==> src/rtl/aes_byte_ctrl.sv <==
// Byte-serial front end for a combinational AES-128 core: gathers a 16-byte block
// and key from 8-bit pins, launches the core, waits a fixed settle time, streams the result.
`timescale 1ns/1ps

module aes_byte_ctrl #(
    parameter int unsigned CORE_LATENCY = 2
) (
    input  logic         clk,
    input  logic         rst_n,
    input  logic         ena,
    input  logic [7:0]   din,
    input  logic         din_valid,
    input  logic         din_sel,
    input  logic         mode,
    input  logic         start,
    output logic [7:0]   dout,
    output logic         dout_valid,
    input  logic         dout_ready,
    output logic         busy,
    output logic         done,
    output logic         err,
    output logic [127:0] core_in,
    output logic [127:0] core_key,
    output logic         core_mode,
    input  logic [127:0] core_out
);

    localparam logic [3:0] LAT_LAST = 4'(CORE_LATENCY - 1);

    typedef enum logic [1:0] {
        ST_IDLE = 2'd0,
        ST_RUN  = 2'd1,
        ST_OUT  = 2'd2
    } state_t;

    state_t         r_state;
    state_t         w_state_nxt;

    logic [127:0]   r_data;
    logic [127:0]   r_key;
    logic [127:0]   r_res;
    logic [4:0]     r_data_cnt;
    logic [4:0]     r_key_cnt;
    logic [3:0]     r_byte_cnt;
    logic [3:0]     r_wait;
    logic           r_mode;

    logic [127:0]   w_data_nxt;
    logic [127:0]   w_key_nxt;
    logic [127:0]   w_res_nxt;
    logic [4:0]     w_data_cnt_nxt;
    logic [4:0]     w_key_cnt_nxt;
    logic [3:0]     w_byte_cnt_nxt;
    logic [3:0]     w_wait_nxt;
    logic           w_mode_nxt;

    logic [7:0]     r_dout;
    logic           r_dout_valid;
    logic           r_busy;
    logic           r_done;
    logic           r_err;

    logic [7:0]     w_dout_nxt;
    logic           w_dout_valid_nxt;
    logic           w_busy_nxt;
    logic           w_done_nxt;
    logic           w_err_nxt;

    logic           w_full;
    logic           w_start_ok;
    logic           w_start_bad;
    logic           w_cap;
    logic           w_accept;
    logic           w_last;

    function automatic logic [4:0] sat_inc(input logic [4:0] cnt);
        logic [4:0] res;
        if (cnt == 5'd16) begin
            res = cnt;
        end else begin
            res = cnt + 5'd1;
        end
        return res;
    endfunction

    // Start is judged against the counts held before any same-cycle write.
    assign w_full      = (r_data_cnt == 5'd16) && (r_key_cnt == 5'd16);
    assign w_start_ok  = (r_state == ST_IDLE) && start && w_full;
    assign w_start_bad = (r_state == ST_IDLE) && start && !w_full;
    assign w_cap       = (r_state == ST_RUN) && (r_wait == LAT_LAST);
    assign w_accept    = (r_state == ST_OUT) && dout_ready;
    assign w_last      = w_accept && (r_byte_cnt == 4'd15);

    // State register
    always_ff @(posedge clk or negedge rst_n) begin
        if (!rst_n) begin
            r_state <= ST_IDLE;
        end else if (ena) begin
            r_state <= w_state_nxt;
        end
    end

    // Next-state decode
    always_comb begin
        w_state_nxt = r_state;
        case (r_state)
            ST_IDLE: begin
                if (w_start_ok) begin
                    w_state_nxt = ST_RUN;
                end else begin
                    w_state_nxt = ST_IDLE;
                end
            end
            ST_RUN: begin
                if (w_cap) begin
                    w_state_nxt = ST_OUT;
                end else begin
                    w_state_nxt = ST_RUN;
                end
            end
            ST_OUT: begin
                if (w_last) begin
                    w_state_nxt = ST_IDLE;
                end else begin
                    w_state_nxt = ST_OUT;
                end
            end
            default: begin
                w_state_nxt = ST_IDLE;
            end
        endcase
    end

    // Datapath next values: byte shifting, counters, settle timer, result capture
    always_comb begin
        w_data_nxt     = r_data;
        w_key_nxt      = r_key;
        w_res_nxt      = r_res;
        w_data_cnt_nxt = r_data_cnt;
        w_key_cnt_nxt  = r_key_cnt;
        w_byte_cnt_nxt = r_byte_cnt;
        w_wait_nxt     = r_wait;
        w_mode_nxt     = r_mode;
        case (r_state)
            ST_IDLE: begin
                if (din_valid && din_sel) begin
                    w_key_nxt     = {r_key[119:0], din};
                    w_key_cnt_nxt = sat_inc(r_key_cnt);
                end else if (din_valid) begin
                    w_data_nxt     = {r_data[119:0], din};
                    w_data_cnt_nxt = sat_inc(r_data_cnt);
                end else begin
                    w_data_nxt = r_data;
                end
                if (w_start_ok) begin
                    w_mode_nxt = mode;
                    w_wait_nxt = 4'd0;
                end else begin
                    w_mode_nxt = r_mode;
                end
            end
            ST_RUN: begin
                if (w_cap) begin
                    w_res_nxt      = core_out;
                    w_byte_cnt_nxt = 4'd0;
                end else begin
                    w_wait_nxt = r_wait + 4'd1;
                end
            end
            ST_OUT: begin
                if (w_accept) begin
                    w_res_nxt      = {r_res[119:0], 8'h00};
                    w_byte_cnt_nxt = r_byte_cnt + 4'd1;
                end else begin
                    w_res_nxt = r_res;
                end
                // Key is kept across blocks; only the data count restarts.
                if (w_last) begin
                    w_data_cnt_nxt = 5'd0;
                end else begin
                    w_data_cnt_nxt = r_data_cnt;
                end
            end
            default: begin
                w_res_nxt = r_res;
            end
        endcase
    end

    // Datapath registers
    always_ff @(posedge clk or negedge rst_n) begin
        if (!rst_n) begin
            r_data     <= 128'd0;
            r_key      <= 128'd0;
            r_res      <= 128'd0;
            r_data_cnt <= 5'd0;
            r_key_cnt  <= 5'd0;
            r_byte_cnt <= 4'd0;
            r_wait     <= 4'd0;
            r_mode     <= 1'b0;
        end else if (ena) begin
            r_data     <= w_data_nxt;
            r_key      <= w_key_nxt;
            r_res      <= w_res_nxt;
            r_data_cnt <= w_data_cnt_nxt;
            r_key_cnt  <= w_key_cnt_nxt;
            r_byte_cnt <= w_byte_cnt_nxt;
            r_wait     <= w_wait_nxt;
            r_mode     <= w_mode_nxt;
        end
    end

    // Output decode, computed from next state so the pins come straight from flops
    always_comb begin
        w_dout_valid_nxt = 1'b0;
        w_dout_nxt       = 8'h00;
        if (w_state_nxt == ST_OUT) begin
            w_dout_valid_nxt = 1'b1;
            w_dout_nxt       = w_res_nxt[127:120];
        end else begin
            w_dout_valid_nxt = 1'b0;
            w_dout_nxt       = 8'h00;
        end
        w_busy_nxt = (w_state_nxt != ST_IDLE);
        w_done_nxt = w_last;
        w_err_nxt  = w_start_bad;
    end

    // Output registers; done and err hold while ena is low
    always_ff @(posedge clk or negedge rst_n) begin
        if (!rst_n) begin
            r_dout       <= 8'h00;
            r_dout_valid <= 1'b0;
            r_busy       <= 1'b0;
            r_done       <= 1'b0;
            r_err        <= 1'b0;
        end else if (ena) begin
            r_dout       <= w_dout_nxt;
            r_dout_valid <= w_dout_valid_nxt;
            r_busy       <= w_busy_nxt;
            r_done       <= w_done_nxt;
            r_err        <= w_err_nxt;
        end
    end

    assign dout       = r_dout;
    assign dout_valid = r_dout_valid;
    assign busy       = r_busy;
    assign done       = r_done;
    assign err        = r_err;
    assign core_in    = r_data;
    assign core_key   = r_key;
    assign core_mode  = r_mode;

endmodule

==> config.mk <==
export PLATFORM = sky130hd
export DESIGN_NAME = aes_byte_ctrl
export DESIGN_NICKNAME = d
export VERILOG_FILES = /design/src/rtl/aes_byte_ctrl.sv
export SDC_FILE = /design/constraint.sdc
export NUM_CORES = 1
export LEC_CHECK = 0
export BUFFER_PORTS_ARGS = -buffer_cell sky130_fd_sc_hd__buf_2
export CAP_MARGIN = 0
export CORE_MARGIN = 8
export CORE_UTILIZATION = 45
export CTS_BUF_LIST = sky130_fd_sc_hd__clkbuf_4 sky130_fd_sc_hd__clkbuf_8
export DETAILED_ROUTE_END_ITERATION = 7
export PLACE_DENSITY_LB_ADDON = 0.05
export REMOVE_ABC_BUFFERS = 1
export SLEW_MARGIN = 10
export SYNTH_ARGS = -nofsm -noshare
export SYNTH_HDL_FRONTEND = slang
export SYNTH_SLANG_ARGS = --single-unit
export TNS_END_PERCENT = 1
==> constraint.sdc <==
create_clock -name clk -period 3 [get_ports clk]
set_clock_uncertainty 0.1 [all_clocks]
set_input_delay 0 -clock clk [delete_from_list [all_inputs] [get_ports clk]]
set_output_delay 0 -clock clk [all_outputs]
set_load 0.005 [all_outputs]
# Yosys cells after proc, flatten, opt, wreduce, memory -nomap -nowiden
# Index checks and enable logic that the tools add are counted.
# W data, S select, Z words.
dict set report classes {
  add_sub_neg 4
  eq_ne 15
  mux 20
  bitwise 2
  reduce_logical 21
}
# op n
set ops {}
lappend ops {{$mux W128} 2}
lappend ops {{$pmux W128 S2} 1}
lappend ops {{$mux W5} 4}
lappend ops {{$mux W4} 4}
lappend ops {{$ne A2 B2 Y1 const B} 8}
lappend ops {{$pmux W4 S2} 2}
lappend ops {{$reduce_and A4 Y1} 4}
lappend ops {{$add A5 B1 Y5 const B} 2}
lappend ops {{$eq A5 B5 Y1 const B} 2}
lappend ops {{$pmux W5 S2} 1}
lappend ops {{$add A4 B1 Y4 const B} 2}
lappend ops {{$logic_and A1 B1 Y1} 8}
lappend ops {{$mux W8} 1}
lappend ops {{$reduce_bool A2 Y1} 4}
lappend ops {{$pmux W2 S3} 1}
lappend ops {{$reduce_and A3 Y1} 2}
lappend ops {{$reduce_and A6 Y1} 1}
lappend ops {{$eq A2 B2 Y1 const B} 2}
lappend ops {{$eq A4 B1 Y1 const B} 1}
lappend ops {{$eq A4 B4 Y1 const B} 1}
lappend ops {{$mux W2} 2}
lappend ops {{$eq A2 B1 Y1 const B} 1}
lappend ops {{$logic_not A2 Y1} 1}
lappend ops {{$mux W1} 2}
lappend ops {{other kinds (2)} 3}
dict set report totals {
  register_bits 417
  out_inout_bits 269
}

# Longest topological paths before layout
# Gate-level depths: netlist of the first run.
dict set report logic_depth {
  depth_word 7
  ltp_mapped 9
  ltp_nobuf 6
}

# Least setup slack after synthesis of the first run
# OpenSTA, ideal clock, no wires.
dict set report synth_timing {
  path_type {register -> register}
  startpoint {reg r_state[0]}
  endpoint {reg r_res[109]}
  setup_time_ns 0.077
  t_arrival_ns 1.789
  required_time_ns 2.823
  slack_ns 1.034
  stages_incl_launch_ff 9
  n_path_buf 3
  period_less_slack_ns 1.966
  path_cell_list {dfrtp_1 inv_1 ha_1 clkbuf_1 inv_1 or2_4 buf_6 buf_2 o21ai_1}
}
dict set report synth_between {
  elab_chain_len 4
  elab_cells_between_ends 9
  classes_between {4 x eq/ne; 1 x mux; 4 x reduce/logical}
}
# item line_no
set synth_rtl {}
lappend synth_rtl {{start, declared} 36} ;# state_t r_state;
lappend synth_rtl {{start signal, assigned} 99} ;# r_state <= w_state_nxt;
lappend synth_rtl {{$eq A2 B2 Y1 / $eq A2 B1 Y1 (equally long branches)} {91, 144, 90}}
lappend synth_rtl {{$logic_and A1 B1 Y1, on equally long branches} {91, 90}}
lappend synth_rtl {{$ne A2 B2 Y1 (no line)} n/a}
lappend synth_rtl {{$reduce_and A4 Y1 (no line)} n/a}
lappend synth_rtl {{end signal, assigned} 204} ;# r_res <= w_res_nxt;
lappend synth_rtl {{end, declared} 41} ;# logic [127:0] r_res;
# Parallel ways exist; a longest one is shown, timed or not.
# A chain may end at the register's enable or synchronous reset.

# Final worst setup path of the first run
dict set report layout_timing {
  startpoint {reg r_state[1]}
  endpoint {reg r_res[120]}
}
dict set report layout_between {
  elab_chain_len 4
  elab_cells_between_ends 7
  classes_between {2 x eq/ne; 3 x mux; 2 x reduce/logical}
}
# item line_no
set layout_rtl {}
lappend layout_rtl {{$eq A2 B2 Y1 / $eq A2 B1 Y1 (equally long branches)} {91, 144, 90}}
lappend layout_rtl {{$logic_and A1 B1 Y1, on equally long branches} {91, 90}}
lappend layout_rtl {{$mux W128, on equally long branches} {171, 163}}
lappend layout_rtl {{$pmux W128 S2 (*)} 144} ;# case (r_state)
# Every way passes the cells marked *; elsewhere a longest branch is shown, timed or not. The select of a mux whose other input is x is not followed.

==> reports/qor.txt, run 1 <==
Status: complete, no violations
End of the critical path: r_res[120]$_DFFE_PN0P_
GRT met3 Usage: 0.0820
Gr busiest metal: met2
Clk Latency, worst-skew pair: 0.61 ns
RePlAce Congestion: 0.818
Initial drt markers: 1032
Final period utilization: 0.957
Core ar.: 0.0374 mm²
Post-synth top area share: 0.616
Yosys reg bits: 417
Total wire length: 50900 µm
Placed instance count: 2403
Post-CTS Setup Inserts: 0
Hold crit path type: in -> reg
Antenna violations before repair: 1
Count of cell types in the netlist: 53
Vias: 13700
Slowest library cell on the worst path: dlygate4sd3_1
Tmin final: 2.87 ns
Via-to-Cell Ratio: 5.09
Hold Fails Final Rpt: 0
Pre-Repair DR Iteration Count: 7
DR WL/cell: 18.9 µm
Worst Setup End Kind: flop
Overflow after GRT: 0
R2r endpoint: r_res[120]$_DFFE_PN0P_
Fmax achieved: 348 MHz
Layout cells sized above 1: 0.329
Post-Syn Area: 0.0169 mm²
Worst stage delay on the critical path: 0.67 ns
Max Cap Violations: 0
Unrepaired setup endpoints after global routing: false
Setup crit start: r_state[1]$_DFFE_PN0P_
Count leader, synth: nand2_1
Worst-path fanout max: 11
Global routing met1 resource utilization: 0.280
Slew HR: 0.503
Mapped Cells: 1552
Die Wd: 210 µm
R2R cell count: 7
Crit path arrival time: 3.24 ns
Remaining antenna violation count after routing: 0
Reg clk slew, reported paths: 0.06 ns
Power Total: 15.8 mW
Met2 usage: 0.368
Total GRT Usage: 0.229
Mean area per synthesized cell: 10.9 µm²
Largest net degree at the start of global routing: 114
Effective utilization at floorplan: 0.453
Top post-synthesis cells by area: dfrtp_1, nand2_1, mux2_2
DRC: 0
Clock Sinks: 417
Slew Limit Fails: 0
Top_reg_cell synth: dfrtp_1
CP most frequent cell: inv_1
Hold WS: 0.0594 ns
Die height: 210 µm
Slew at the pin closest to its max-slew limit: 0.739 ns
CTS tree: yes
Post-Layout Cell Count: 2692
Leakage: 11.8 nW
Hold_sp: core_out[4]
Cell taking the most area after synthesis: dfrtp_1
Post_cts resized: 0
Asr flop ratio synth: 1.00
Seq/Total Area, Yosys: 0.616
Hold-fix buffers, CTS: 164
Worst EP required: 3.37 ns
Placed instance area: 0.0196 mm²
Worst reg2reg setup slack: 0.13 ns
Crit path kind: reg -> reg
Final setup fails: 0
Worst IR Drop VDD: 0.527 mV
Layout area overhead: 33.9%
Final design utilization: 0.606
Final instance area: 0.0227 mm²
Port Buffer Count: 412
Vias in the first global route: 14200
H-Tree Level Count: 3
Power Density: 697 mW/mm²
First-pass GRT wire length: 80700 µm
Nets: 2287
# fillers: 3192
CP Launch Type: flop
Reg2reg start: r_state[1]$_DFFE_PN0P_
Clock Tree Buf Depth: 3
Top Ports: 413
Die area: 0.0441 mm²
Num CTS Buffers: 74
# rows: 71
Post-synth EDFFs: 0
Most instantiated cells after synthesis: nand2_1, dfrtp_1, mux2_2, a22oi_1, o21ai_1
DPL Wire Length: 33000 µm
Root buffer cell: clkbuf_8
Critical path, cell by cell: inv_1 -> ha_1 -> inv_1 -> o21ai_1 -> a222oi_1 -> dlygate4sd3_1 -> a21oi_1
Yosys warnings: 0
==> worst min-delay path by stage <==
stage / to / cells past startpoint
global placement: r_res[42]$_DFFE_PN0P_ / 1
finish: r_res[4]$_DFFE_PN0P_ / 3
floorplan: busy$_DFFE_PN0P_ / 0
global route: r_res[4]$_DFFE_PN0P_ / 3
CTS: r_res[4]$_DFFE_PN0P_ / 3
detailed placement: r_res[42]$_DFFE_PN0P_ / 1
==> state kept, by name, summed over array words and instances (netlist names) <==
signal and flops:
done 1, core_in 128, core_mode 1, r_byte_cnt 4, busy 1, err 1, dout_valid 1, r_key_cnt 5
r_state 2, r_data_cnt 5, r_wait 4, r_res 128, dout 8, core_key 128
==> area by class of cell <==
type	instances	area, µm²	area share
Antenna cell	1	2.50	0.000110
Clock buffer	115	1380	0.0607
Clock inverter	9	62.6	0.00276
Inverter	21	78.8	0.00348
Multi-Input combinational cell	1010	5920	0.261
Sequential cell	417	10400	0.460
Tap cell	511	639	0.0282
Timing Repair Buffer	608	4160	0.183
==> stage by stage <==
step	worst slack [ns]	TNS [ns]
CTS	0.157	0
global route	0.00169	0
finish	0.129	0
global placement	0.409	0
detailed placement	0.333	0
floorplan	-2.76	-653.10
==> critical path: cells and delay by family (launching register included) <==
family | cells | cell delay (ns)
DFF | 1 | 0.37
AOI/OAI and AO/OA | 3 | 0.88
buffers and inverters | 3 | 1.16
adders and majority gates | 1 | 0.23
==> metal layers <==
metal  part of all wire  vias to the layer above
met5                  0                        -
met4              0.030                        0
met3              0.085                       94
met2               0.49                      432
met1               0.40                     6706
li1                   -                     6458
==> cells in the final DEF, fill, tap and decap left out, types with 4 or more instances in the layout <==
cell type,synthesis,final
a222oi_1,7,7
xnor2_1,4,4
ha_1,11,11
o21ai_1,82,82
dlygate4sd3_1,0,162
clkinvlp_4,0,4
nand3_1,12,12
nand2_1,506,506
clkbuf_8,0,82
clkbuf_4,0,33
buf_12,0,15
o2bb2ai_1,9,9
inv_1,19,19
mux2_2,130,130
dfrtp_1,417,417
a21oi_1,13,13
o21ai_0,48,48
nor2_1,12,12
buf_4,12,18
a22oi_1,112,112
nand4_1,4,4
a22o_1,11,11
buf_2,49,411
nand2b_1,5,5
==> kinds of logic after synthesis <==
family	count (synthesis)	synth area share
adders and majority gates	11	0.00813
xor gates and xnor gates	4	0.00207
and+or+nand+nor	566	0.136
AOI/OAI and AO/OA	299	0.116
buffers and inverters	125	0.0351
muxes	130	0.0864
DFF	417	0.616
==> report_power, final <==
group	internal [mW]	switching [mW]	total (mW)
logic	1.61	1.75	3.36
registers	6.57	0.704	7.28
clock network	2.90	2.27	5.17
total	11.1	4.73	15.8
(Power assumes the default switching activity.)
==> run 2: changes to the inputs <==
Settings changed: MAX_ROUTING_LAYER from default to met4.
==> run 2 against run 1 <==
Effect of this change: hold slack lost 0.00087 ns; critical path type unchanged; highest routed layer unchanged; wire length shrank 0.15%; global-route usage grew 0.70 points.
==> reports/qor.txt, run 2 (synthesis gave the netlist of run 1 again) <==
Clk Latency, worst-skew pair: 0.61 ns (about the same)
Status: complete, no violations (unchanged)
Die Wd: 210 µm (unchanged)
Unrepaired setup endpoints after global routing: false (unchanged)
Pre-Repair DR Iteration Count: 5 (was 7)
Reg clk slew, reported paths: 0.06 ns (about the same)
Layout cells sized above 1: 0.329 (unchanged)
Worst-path fanout max: 11 (unchanged)
Gr busiest metal: met2 (unchanged)
Hold Path Sink: r_res[4]$_DFFE_PN0P_ (unchanged)
Tmin final: 2.88 ns (was 2.87 ns)
H-Tree Level Count: 3 (unchanged)
Worst Setup End Kind: flop (unchanged)
R2r endpoint: r_res[120]$_DFFE_PN0P_ (unchanged)
Effective utilization at floorplan: 0.453 (unchanged)
Largest net degree at the start of global routing: 114 (unchanged)
Die area: 0.0441 mm² (unchanged)
Core ar.: 0.0374 mm² (unchanged)
Crit path arrival time: 3.25 ns (was 3.24 ns)
Power Density: 698 mW/mm² (was 697 mW/mm²)
Final period utilization: 0.962 (was 0.957)
Final design utilization: 0.606 (unchanged)
Initial drt markers: 1138 (was 1032)
Die height: 210 µm (unchanged)
Global routing met1 resource utilization: 0.282 (was 0.280)
Worst stage delay on the critical path: 0.67 ns (about the same)
Layout area overhead: 33.9% (unchanged)
DPL Wire Length: 33000 µm (unchanged)
Post-Layout Cell Count: 2692 (unchanged)
Final setup fails: 0 (unchanged)
Number of cells on the critical path: 7 (unchanged)
Port Buffer Count: 412 (unchanged)
Power Total: 15.8 mW (about the same)
Antenna violations before repair: 1 (unchanged)
DR WL/cell: 18.9 µm (about the same)
CP most frequent cell: inv_1 (unchanged)
Total GRT Usage: 0.236 (was 0.229)
Leakage: 11.8 nW (unchanged)
CP Buf/Inv Count: 3 (unchanged)
GRT met3 Usage: 0.0806 (was 0.0820)
Hold Fails Final Rpt: 0 (unchanged)
Post_cts resized: 0 (unchanged)
Max Cap Violations: 0 (unchanged)
Num CTS Buffers: 74 (unchanged)
Via-to-Cell Ratio: 5.09 (about the same)
Met2 usage: 0.367 (was 0.368)
Hold WS: 0.0585 ns (was 0.0594 ns)
CTS tree: yes (unchanged)
DRC: 0 (unchanged)
Nets: 2287 (unchanged)
Worst reg2reg setup slack: 0.12 ns (was 0.13 ns)
Cell depth of the worst hold path: 3 (unchanged)
Worst EP required: 3.36 ns (was 3.37 ns)
Critical path, cell by cell: inv_1 -> ha_1 -> inv_1 -> o21ai_1 -> a222oi_1 -> dlygate4sd3_1 -> a21oi_1 (unchanged)
Vias in the first global route: 14200 (about the same)
First-pass GRT wire length: 80600 µm (was 80700 µm)
Worst IR Drop VDD: 0.527 mV (about the same)
Top Ports: 413 (unchanged)
Placed instance count: 2403 (unchanged)
Clock Tree Buf Depth: 3 (unchanged)
Vias: 13700 (about the same)
Slew at the pin closest to its max-slew limit: 0.732 ns (was 0.739 ns)
Crit path kind: reg -> reg (unchanged)
# rows: 71 (unchanged)
Slowest library cell on the worst path: dlygate4sd3_1 (unchanged)
Overflow after GRT: 0 (unchanged)
CP delay by family, top: buffers and inverters (unchanged)
Root buffer cell: clkbuf_8 (unchanged)
Slew HR: 0.508 (was 0.503)
Hold crit path type: in -> reg (unchanged)
Fmax achieved: 347 MHz (was 348 MHz)
CP Launch Type: flop (unchanged)
Most common cell after layout, fill and taps aside: nand2_1 (unchanged)
Commonest non-fill, non-tap cells in the layout: nand2_1, dfrtp_1, buf_2 (unchanged)
Slew Limit Fails: 0 (unchanged)
R2R cell count: 7 (unchanged)
Remaining antenna violation count after routing: 0 (unchanged)
# fillers: 3192 (unchanged)
Multi-input gate area: 0.00592 mm² (unchanged)
Clock Sinks: 417 (unchanged)
Hold_sp: core_out[4] (unchanged)
Area occupied by registers: 0.0104 mm² (unchanged)
RePlAce Congestion: 0.830 (was 0.818)
Total wire length: 50800 µm (was 50900 µm)
Reg2reg start: r_state[1]$_DFFE_PN0P_ (unchanged)
==> run 2: worst reg2reg max path, cell delays in order, from the launching register on <==
cell and delay (ns):
dfrtp_1 0.37, inv_1 0.08, ha_1 0.23, inv_1 0.42, o21ai_1 0.35, a222oi_1 0.45, dlygate4sd3_1 0.67, a21oi_1 0.09
==> run 2: worst max path at each step <==
stage / start / to / slack, ns
after global placement: r_state[0]$_DFFE_PN0P_ / r_res[6]$_DFFE_PN0P_ / 0.41
final: r_state[1]$_DFFE_PN0P_ / r_res[120]$_DFFE_PN0P_ / 0.12
after floorplan: r_state[0]$_DFFE_PN0P_ / r_res[10]$_DFFE_PN0P_ / -2.76
after detailed placement: r_state[0]$_DFFE_PN0P_ / r_res[4]$_DFFE_PN0P_ / 0.33
after global routing: r_state[1]$_DFFE_PN0P_ / r_res[122]$_DFFE_PN0P_ / 0.002
after CTS: r_state[1]$_DFFE_PN0P_ / r_res[120]$_DFFE_PN0P_ / 0.16
==> run 2: what timing repair did <==
item	CTS	global route
setup buffers	0	0
hold endpoints to repair	602	0
setup endpoints to repair	0	0
hold buffers	164	0
==> run 2: cell type report <==
cell class                 instances  area share
sequential                       417       0.460
multi-input combinational       1010       0.261
timing repair buffer             608       0.183
clock buffer                     115      0.0607
tap                              511      0.0282
inverter                          21     0.00348
clock inverter                     9     0.00276
antenna                            1    0.000110
==> run 2: through the flow <==
stage          TNS (ns)  setup slack [ns]  area (µm²)
2_1_floorplan   -653.10             -2.76       16400
3_3_place_gp          0             0.409       19600
3_5_place_dp          0             0.333       19600
4_1_cts               0             0.157       22700
5_1_grt               0           0.00169       22700
6_report              0             0.115       22700
==> run 2: routing by layer <==
metal	vias up	part of all wire
li1	6464	-
met1	6718	0.40
met2	436	0.48
met3	95	0.085
met4	0	0.030
met5	-	0
==> run 2: power breakdown <==
part	internal, mW	switching, mW	leakage [nW]
clock	2.90	2.27	0.763
combinational	1.61	1.76	5.35
sequential	6.57	0.705	5.66
==> run 3: changes to the inputs <==
Clock period 3 ns to 3.4 ns, I/O delays scaled along.
==> run 3 against run 2 <==
Effect of this change: cell count is 0.48% lower; sequential share of layout area rose by 0.12 points; wire length is 0.61% lower; final area is 0.27% lower; non-clock buffer count decreased by 14; combinational power decreased by 13%; hold slack better by 0.0043 ns; total power decreased by 11%; critical path type unchanged; largest power group unchanged.
==> reports/qor.txt, run 3 (synthesis gave the netlist of run 1 again) <==
Total wire length: 50500 µm (was 50800 µm)
Core ar.: 0.0374 mm² (unchanged)
Crit path arrival time: 3.61 ns (was 3.25 ns)
Final design utilization: 0.605 (was 0.606)
Switching power: 4.17 mW (was 4.73 mW)
Final instance area: 0.0226 mm² (was 0.0227 mm²)
Commonest non-fill, non-tap cells in the layout: nand2_1, dfrtp_1, buf_2 (unchanged)
Worst stage delay on the critical path: 0.63 ns (was 0.67 ns)
Pre-Repair DR Iteration Count: 5 (unchanged)
Num CTS Buffers: 72 (was 74)
Clock Tree Buf Depth: 3 (unchanged)
Vias: 13700 (about the same)
Seq pwr share: 0.458 (was 0.460)
H-Tree Level Count: 3 (unchanged)
Hold WS: 0.0629 ns (was 0.0585 ns)
Hold crit path type: in -> reg (unchanged)
Post-Layout Cell Count: 2679 (was 2692)
Vias in the first global route: 14300 (was 14200)
Slew Limit Fails: 0 (unchanged)
Final setup fails: 0 (unchanged)
Critical path, cell by cell: inv_1 -> ha_1 -> inv_1 -> nor3_4 -> buf_4 -> a222oi_1 -> dlygate4sd3_1 -> o2bb2ai_1 -> dlygate4sd3_1 (was inv_1 -> ha_1 -> inv_1 -> o21ai_1 -> a222oi_1 -> dlygate4sd3_1 -> a21oi_1)
Slew at the pin closest to its max-slew limit: 0.894 ns (was 0.732 ns)
Combinational share of power: 0.209 (was 0.213)
# rows: 71 (unchanged)
Layout area overhead: 33.5% (was 33.9%)
R2R cell count: 9 (was 7)
Hold_sp: din[4] (was core_out[4])
R2r endpoint: dout[1]$_DFFE_PN0P_ (was r_res[120]$_DFFE_PN0P_)
Setup tns final: 0 ns (unchanged)
Hold Path Sink: core_key[4]$_DFFE_PN0P_ (was r_res[4]$_DFFE_PN0P_)
Tmin final: 3.23 ns (was 2.88 ns)
DRC: 0 (unchanged)
Nets: 2271 (was 2287)
CP delay by family, top: buffers and inverters (unchanged)
Worst EP required: 3.78 ns (was 3.36 ns)
Hold Fails Final Rpt: 0 (unchanged)
Cell depth of the worst hold path: 4 (was 3)
Pre-CTS setup slack: 0.546 ns (was 0.333 ns)
Effective utilization at floorplan: 0.453 (unchanged)
Remaining antenna violation count after routing: 0 (unchanged)
Antenna violations before repair: 4 (was 1)
Die Wd: 210 µm (unchanged)
Reg2reg start: r_state[1]$_DFFE_PN0P_ (unchanged)
Clock group share of total power: 0.333 (was 0.327)
Die height: 210 µm (unchanged)
Leakage: 11.7 nW (was 11.8 nW)
Setup crit start: r_state[1]$_DFFE_PN0P_ (unchanged)
Worst-path fanout max: 10 (was 11)
CP Buf/Inv Count: 5 (was 3)
Clk Latency, worst-skew pair: 0.60 ns (was 0.61 ns)
DPL Wire Length: 32200 µm (was 33000 µm)
RePlAce Congestion: 0.788 (was 0.830)
Layout cells sized above 1: 0.325 (was 0.329)
DR WL/cell: 18.8 µm (was 18.9 µm)
Die area: 0.0441 mm² (unchanged)
Slew HR: 0.404 (was 0.508)
Final period utilization: 0.951 (was 0.962)
Worst reg2reg setup slack: 0.17 ns (was 0.12 ns)
Initial drt markers: 1202 (was 1138)
Int Power: 9.89 mW (was 11.1 mW)
Overflow after GRT: 0 (unchanged)
Post-route setup slack: 0.166 ns (was 0.115 ns)
Worst IR Drop VDD: 0.528 mV (was 0.527 mV)
Worst Setup End Kind: flop (unchanged)
Fmax achieved: 309 MHz (was 347 MHz)
Max Cap Violations: 0 (unchanged)
CP Launch Type: flop (unchanged)
Switching fraction of total power: 0.297 (was 0.299)
Largest net degree at the start of global routing: 130 (was 114)
Crit path kind: reg -> reg (unchanged)
Clock Sinks: 417 (unchanged)
Slowest library cell on the worst path: dlygate4sd3_1 (unchanged)
Unrepaired setup endpoints after global routing: false (unchanged)
Top Ports: 413 (unchanged)
Most common cell after layout, fill and taps aside: nand2_1 (unchanged)
Reg clk slew, reported paths: 0.06 ns (about the same)
Status: complete, no violations (unchanged)
Via-to-Cell Ratio: 5.12 (was 5.09)
First-pass GRT wire length: 80700 µm (was 80600 µm)
Power Density: 622 mW/mm² (was 698 mW/mm²)
Placed instance count: 2390 (was 2403)
Power Total: 14.1 mW (was 15.8 mW)
Total GRT Usage: 0.235 (was 0.236)
Root buffer cell: clkbuf_8 (unchanged)
Port Buffer Count: 412 (unchanged)
Placed instance area: 0.0194 mm² (was 0.0196 mm²)
CTS tree: yes (unchanged)
run 3: worst register-to-register path, delay by kind of cell, from the launching register on:
family | cells | cell delay, ns
AOI/OAI and AO/OA | 2 | 0.39
and+or+nand+nor | 1 | 0.07
buffers and inverters | 5 | 1.72
adders and majority gates | 1 | 0.46
DFF | 1 | 0.38
run 3: metal layers:
metal | track usage | wire length, µm | vias to the layer above | part of all wire
met4 | 0.0702 | 1210 | 0 | 0.024
li1 | - | - | 6444 | -
met5 | - | 0 | - | 0
met3 | 0.0799 | 4090 | 83 | 0.081
met1 | 0.285 | 20800 | 6747 | 0.41
met2 | 0.371 | 24400 | 436 | 0.48
run 3: worst max path at each step:
stage | end | slack, ns | cells past startpoint
global placement | r_res[12]$_DFFE_PN0P_ | 0.63 | 7
CTS | dout[4]$_DFFE_PN0P_ | 0.03 | 8
floorplan | r_res[10]$_DFFE_PN0P_ | -2.36 | 6
finish | dout[1]$_DFFE_PN0P_ | 0.17 | 9
global route | dout[1]$_DFFE_PN0P_ | 0.02 | 9
detailed placement | r_res[15]$_DFFE_PN0P_ | 0.55 | 7
run 3: layout make-up:
cell class	count	area, µm²
Tap cell	511	639
Multi-Input combinational cell	1010	5930
Timing Repair Buffer	594	4010
Sequential cell	417	10400
Clock inverter	7	42.5
Fill cell	3122	14800
Antenna cell	4	10.0
Inverter	21	82.6
Clock buffer	115	1460
run 3: repair_timing:
action / 4_1_cts / 5_1_grt
resized for setup: 0 / 3
setup buffers: 0 / 1
hold buffers: 162 / 0
setup endpoints to repair: 0 / 4
hold endpoints to repair: 619 / 0
run 3: power by group through the flow:
stage                     registers, mW  clock network [mW]  logic, mW
after floorplan                    6.47                   0       1.17
after detailed placement           6.51                   0       2.76
after global routing               6.57                5.06       3.26
after CTS                          6.44                4.84       2.99
final                              6.44                4.69       2.94
after global placement             6.47                   0       2.73
